File: src/rtl/dzcpu_useq.sv
// Microcode sequencer for the dzcpu core: fetches an opcode, dispatches through the
// opcode/CB lookup tables and steps a micro-PC through the microcode ROM until end-of-flow.
module dzcpu_useq #(
    parameter int          MAX_FLOW_LEN = 32,
    parameter logic [4:0]  JCB_OP       = 5'h0E
) (
    input  logic        iClock,
    input  logic        iReset,
    output logic        oFetchReq,
    input  logic        iFetchAck,
    input  logic [7:0]  iMemData,
    output logic [7:0]  oMop,
    input  logic [7:0]  iLutIdx,
    input  logic [7:0]  iCbLutIdx,
    output logic [7:0]  oUopAddr,
    input  logic [12:0] iUop,
    input  logic        iZeroFlag,
    input  logic        iStall,
    output logic        oExecValid,
    output logic [8:0]  oExecOp,
    output logic        oPcInc,
    output logic        oFlagsUpdate,
    output logic        oInstrDone,
    output logic        oUcodeErr
);

    localparam int                CNT_W    = (MAX_FLOW_LEN > 2) ? $clog2(MAX_FLOW_LEN) : 1;
    localparam logic [CNT_W-1:0]  CNT_LAST = CNT_W'(MAX_FLOW_LEN - 1);

    typedef enum logic [1:0] {
        S_RESET  = 2'd0,
        S_FETCH  = 2'd1,
        S_DECODE = 2'd2,
        S_EXEC   = 2'd3
    } state_t;

    state_t            r_state;
    state_t            w_next;
    logic [7:0]        r_mop;
    logic [7:0]        r_upc;
    logic              r_cb;
    logic              r_err;
    logic [CNT_W-1:0]  r_cnt;

    logic [3:0]        w_code;
    logic              w_run;
    logic              w_jcb;
    logic              w_end;
    logic              w_zexit;
    logic              w_inc;
    logic              w_fu;
    logic              w_wdog;

    assign w_code  = iUop[12:9];
    assign w_run   = (r_state == S_EXEC) && !iStall;
    assign w_jcb   = (iUop[8:4] == JCB_OP);
    assign w_end   = (w_code == 4'd2) || (w_code == 4'd3) || (w_code == 4'd6) || (w_code == 4'd7);
    assign w_zexit = ((w_code == 4'd4) && iZeroFlag) || ((w_code == 4'd5) && !iZeroFlag);
    assign w_inc   = (w_code == 4'd1) || (w_code == 4'd3) || (w_code == 4'd4) ||
                     (w_code == 4'd5) || (w_code == 4'd7);
    assign w_fu    = (w_code == 4'd6) || (w_code == 4'd7) || (w_code == 4'd8);
    // A CB jump leaves the flow itself, so it never trips the watchdog.
    assign w_wdog  = !w_end && !w_zexit && !w_jcb && (r_cnt == CNT_LAST);

    always_ff @(posedge iClock or negedge iReset) begin
        if (!iReset) r_state <= S_RESET;
        else         r_state <= w_next;
    end

    always_comb begin
        w_next       = r_state;
        oFetchReq    = 1'b0;
        oExecValid   = 1'b0;
        oPcInc       = 1'b0;
        oFlagsUpdate = 1'b0;
        oInstrDone   = 1'b0;
        case (r_state)
            S_RESET:  w_next = S_FETCH;
            S_FETCH: begin
                oFetchReq = 1'b1;
                if (iFetchAck) w_next = S_DECODE;
            end
            S_DECODE: w_next = S_EXEC;
            S_EXEC: begin
                if (!iStall) begin
                    oExecValid   = !w_zexit;
                    oPcInc       = w_inc;
                    oFlagsUpdate = w_fu;
                    oInstrDone   = !w_jcb && (w_end || w_zexit || w_wdog);
                    if (w_jcb || w_end || w_zexit || w_wdog) w_next = S_FETCH;
                end
            end
            default:  w_next = S_RESET;
        endcase
    end

    always_ff @(posedge iClock or negedge iReset) begin
        if (!iReset) begin
            r_mop <= 8'd0;
            r_upc <= 8'd0;
            r_cb  <= 1'b0;
            r_cnt <= '0;
            r_err <= 1'b0;
        end else begin
            if ((r_state == S_FETCH) && iFetchAck) r_mop <= iMemData;
            if (r_state == S_DECODE) begin
                r_upc <= r_cb ? iCbLutIdx : iLutIdx;
                r_cb  <= 1'b0;
                r_cnt <= '0;
            end else if (w_run) begin
                if (w_jcb) begin
                    r_cb <= 1'b1;
                end else if (w_wdog) begin
                    r_err <= 1'b1;
                end else if (!w_end && !w_zexit) begin
                    r_upc <= r_upc + 8'd1;
                    r_cnt <= r_cnt + 1'b1;
                end
            end
        end
    end

    assign oMop      = r_mop;
    assign oUopAddr  = r_upc;
    assign oExecOp   = iUop[8:0];
    assign oUcodeErr = r_err;

endmodule

File: config.mk
export PLATFORM = sky130hd
export DESIGN_NAME = dzcpu_useq
export DESIGN_NICKNAME = d
export VERILOG_FILES = /design/src/rtl/dzcpu_useq.sv
export SDC_FILE = /design/constraint.sdc
export NUM_CORES = 1
export LEC_CHECK = 0
export BUFFER_PORTS_ARGS = -buffer_cell sky130_fd_sc_hd__buf_4
export CAP_MARGIN = 20
export CELL_PAD_IN_SITES_DETAIL_PLACEMENT = 1
export CELL_PAD_IN_SITES_GLOBAL_PLACEMENT = 2
export CORE_MARGIN = 5
export CORE_UTILIZATION = 29
export DETAILED_ROUTE_END_ITERATION = 7
export MAX_ROUTING_LAYER = met4
export PLACE_DENSITY_LB_ADDON = 0.08
export SETUP_SLACK_MARGIN = 0.05
export SYNTH_ARGS = -nofsm -noshare
export SYNTH_HDL_FRONTEND = slang
export SYNTH_SLANG_ARGS = --single-unit
File: constraint.sdc
create_clock -name iClock -period 5.8 [get_ports iClock]
set_input_delay 0.87 -clock iClock [delete_from_list [all_inputs] [get_ports iClock]]
set_output_delay 0.87 -clock iClock [all_outputs]
set_load 0.01 [all_outputs]
# Word level (Yosys, flattened, before mapping)
# Cells that the tools add are included.
# classes
addsub,2
n_bitwise,2
n_mux,27
reduce_logical,36
eq_ne,18
# op_table
op,count
$mux 8,6
$mux 5,5
$eq 4x3->1 const B,4
$logic_or 1x1->1,15
$mux 1,12
$add 8x1->8 const B,1
$eq 4x2->1 const B,2
$logic_and 1x1->1,8
$pmux 2 s4,1
$reduce_and 4->1,2
$mux 2,3
$ne 2x1->1 const B,3
$reduce_bool 2->1,3
$add 5x1->5 const B,1
$eq 5x4->1 const B,1
$eq 5x5->1 const B,1
$logic_not 1->1,5
$eq 2x2->1 const B,2
$eq 4x1->1 const B,1
$eq 4x4->1 const B,1
$ne 2x2->1 const B,2
$reduce_and 3->1,1
$eq 2x1->1 const B,1
$logic_not 2->1,1
other kinds (2),3
# totals
register_bits,25
word_cells,91
in_bits,42

# Depth between registers and ports, before layout
# logic_depth
ltp_word,12
mapped_depth,7
depth_no_buf,6

# Worst setup path after synthesis
# No wires, ideal clock.
# synth_timing
path_kind,in2out
startpoint,input port iUop[8]
endpoint,output port oInstrDone
cell_stages,4
n_path_buf,1
t_arrival_ps,1753
setup_slack_ps,3177
required_ps,4930
path_cell_list,and4b_1 -> a21o_1 -> clkbuf_1 -> nor2_1
# synth_via
elab_chain_len,8
# synth_rtl
element,line,rtl
start: declaration,16,"input logic [12:0] iUop,"
$eq 5x4->1 *,56,assign w_jcb = (iUop[8:4] == JCB_OP);
$logic_not 1->1 *,"63, 89",
$logic_and 1x1->1 (2 in series),63,assign w_wdog = !w_end && !w_zexit && !w_jcb && (r_cnt == CNT_LAST);
$logic_or 1x1->1,89,oInstrDone = !w_jcb && (w_end || w_zexit || w_wdog);
$logic_and 1x1->1 *,89,
$mux 1 *,85,if (!iStall) begin
$mux 1 *,77,case (r_state)
end: declaration,23,"output logic oInstrDone,"
# Every way passes the cells marked *; elsewhere a longest branch is shown, timed or not.

# Worst setup path in the final report
# layout_timing
startpoint,register r_cnt[0]
endpoint,output port oInstrDone
# layout_via
elab_chain_len,6
# layout_rtl
element,line,rtl
start: declaration,43,logic [CNT_W-1:0] r_cnt;
start signal: assignment,117,r_cnt <= r_cnt + 1'b1;
$eq 5x5->1,63,
$logic_and 1x1->1,63,
$logic_or 1x1->1,89,
$logic_and 1x1->1,89,
$mux 1,85,
$mux 1,77,
# Every way passes these cells.

==> impl_results.md <==
* Dpl hpwl at 3840 um
* Placed Area at 0.00207 mm^2
* First-pass DRT Iterations at 4
* Vias in the first global route at around 1.6k
* Part of the power in combinational logic at 0.513
* Hold-fix buffers at CTS at 0
* Largest net degree at the start of global routing at 26
* Routed Antenna Nets at 0
* M2 GR Usage at 0.249
* Arrival time at the worst endpoint at slightly above 2 ns
* GPL Wtd Cong at 0.722
* Hold Fails Final Rpt at 0
* Core area at 0.00544 mm^2
* Sequential share of power at 0.360
* Final setup fails at 0
* Skew-Pair Late Insertion Delay at 0.28 ns
* CP max stage cell: a211oi_2
* DRT iter0 DRCs at 23
* CP most frequent cell: ha_1
* Max Cap Viol at 0
* Leak pwr at 0.954 nW
* Asr flop ratio synth at 1.00
* Switch share at 0.402
* Worst R2R End: r_cnt[3]
* Achievable Freq at 342 MHz
* Setup tns final at 0 ns
* Cell area after layout at 0.00212 mm^2
* Worst VDD drop at ~0.00018 V
* Antenna cells at 0
* Main combinational cell family by area after synthesis: simple AND/OR/NAND/NOR gates
* Crit Reg-Reg Startpoint: r_cnt[0]
* Worst clock skew at 0.00217 ns
* CP startpoint kind: flip-flop
* Total number of yosys warnings at 0
* Total clock sinks at 25
* M1 GR Usage at 0.156
* CP Cell Sequence: ha_1 -> and3_1 -> ha_1 -> a211oi_2 -> nor2_1 -> buf_4
* Grt peak-use layer: met2
* Initial antenna violation count at 0
* Layout cells sized above 1 at 0.356
* P_sw at 350 uW
* Clock transition at path regs at 0.10 ns
* Crit share post-route at 0.504
* CP max stage delay at 0.48 ns
* Die W at 84.2 um
* Slew @ Worst Pin at 0.688 ns
* Worst Setup End Kind: primary output
* CTS buffer count at 3
* Final nets at about 270
* Post-synthesis compound-gate area fraction at 0.188
* R2r worst-path depth at 6
* CP required at around 5 ns
* Synth cell types at 35
* Synth-to-Final Area Change at 32.9%
* Worst hold slack at 0.485 ns
* GRT Overall Usage at 0.139
* Vias/cell at 5.12
* Syn Inst Count at around 170
* Die Y at 84.2 um
* First-pass GRT wire length at 7920 um
* Starting Density at 0.293
* Min-Delay Path Class: primary input to asynchronous set/reset pin
* Rows at 27
* Global route overflow at 0
* Clock root cell: clkbuf_8
* Mapped Area at roughly 0.0016 mm^2
* Clock Path Buffers at 2
* H-tree depth at 1
* Most used DFF post-synth: dfrtp_1
* PD cells at 411 mW/mm^2
* Post-synthesis mux area share at 0.0949
* Avg WL per Cell at 16.6 um
* Kind of critical path: flip-flop to primary output
* CTS tree: done
* Xor/xnor share of the synthesized area at 0.00549
* Total die area at roughly 0.0071 mm^2
* Synth Area in Adders at 0.0549
* Total Wirelength at just under 5000 um
* Via Count at between 1k and 1.5k
* Period minus WS final at 2.92 ns
* Pint at 522 uW
* FF+latch count, synth at 25
* Relative slew slack at 0.541
* R2R setup slack at 3.48 ns
* M3 GR Usage at 0.0314
* Unrepaired setup endpoints after global routing: false
* Post-synthesis sequential area ratio at 0.392
* I/O pin total at 73
* Outcome: complete, no violations
* Commonest cells after routing, fill and taps aside: buf_4 (64), dfrtp_1 (25), a21oi_1 (10), nand3_1 (10), o31a_1 (10)
* # DRC at 0
* Post-CTS sizing at 0
* Commonest non-fill, non-tap cell in the layout: buf_4
* Average size of a mapped cell at ~9.6 um^2
* Port Buffers at between 60 and 70
* Total setup buffers inserted after CTS at 0
* Clock share of power at 0.127
* Max-slew violations at 0
* Worst-path fanout max at 9
* Syn Nets at 215
* Post-synthesis simple-gate area fraction at 0.191
* Post-synth EDFFs at 0
==> critical path, delay by kind of cell (launching register included) <==
kind                       cells  cell delay, ns
AOI/OAI and AO/OA              1            0.48
adders and majority gates      2            0.45
DFF                            1            0.42
and+or+nand+nor                2            0.27
buffers and inverters          1            0.17
==> power groups by stage <==
stage / Clock [mW] / Sequential [mW] / Combinational, mW
after floorplan: 0 / 0.327 / 0.248
after global placement: 0 / 0.313 / 0.442
after detailed placement: 0 / 0.319 / 0.456
after CTS: 0.115 / 0.316 / 0.457
after global routing: 0.124 / 0.328 / 0.502
final: 0.111 / 0.314 / 0.447
==> worst max path at each step <==
stage                      end  slack [ns]  startpoint  cells after the start
floorplan           oInstrDone        3.18     iUop[8]                      4
global placement    oInstrDone        2.93     iUop[8]                      5
detailed placement  oInstrDone        2.89     iUop[8]                      5
CTS                 oInstrDone        2.83    r_cnt[0]                      6
global route        oInstrDone        2.72    r_cnt[0]                      6
finish              oInstrDone        2.88    r_cnt[0]                      6
==> cell type report <==
cell class / instances / area (um^2)
Fill cell: 649 / 3320
Multi-Input combinational cell: 119 / 852
Sequential cell: 25 / 626
Timing Repair Buffer: 64 / 480
Tap cell: 72 / 90.1
Clock buffer: 3 / 41.3
Inverter: 7 / 26.3
Clock inverter: 1 / 5.00
==> routing by layer <==
metal | up-vias | part of all wire
met4 | 0 | 0.010
li1 | 716 | -
met5 | - | 0
met3 | 5 | 0.050
met2 | 36 | 0.53
met1 | 733 | 0.41
==> metrics by stage <==
stage | setup WS (ns) | total power [mW] | instances | util
after global routing | 2.72 | 0.953 | 291 | 0.390
after detailed placement | 2.89 | 0.775 | 287 | 0.381
final | 2.88 | 0.872 | 291 | 0.390
after floorplan | 3.18 | 0.575 | 166 | -
after CTS | 2.83 | 0.889 | 291 | 0.390
after global placement | 2.93 | 0.755 | 287 | 0.381
==> cells by family (layout without fill, tap and decap cells) <==
logic type	Yosys count	count (layout)
adders and majority gates	7	7
xor gates and xnor gates	1	1
AOI/OAI and AO/OA	43	43
muxes	14	14
and+or+nand+nor	54	54
DFF	25	25
buffers and inverters	22	75
==> synthesized netlist by cell type, types with 5 or more instances <==
library cell  number  area [um^2]
nor2b_1            7         43.8
o31a_1            10         87.6
a21oi_1           10         50.1
inv_1              7         26.3
dfrtp_1           25          626
buf_4              9         67.6
clkbuf_1           5         18.8
nor4_1             6         37.5
o21ai_0            6         30.0
ha_1               7         87.6
mux2i_1            5         50.1
mux2_2             8         90.1
nand2_1            9         33.8
nand3_1           10         50.1
==> sequential cells by signal, indices dropped and copies added, names as in the netlist <==
signal     flops
oUopAddr       8
r_cb           1
oMop           8
r_state        2
r_cnt          5
oUcodeErr      1
Power figures use the tool's default switching activity.
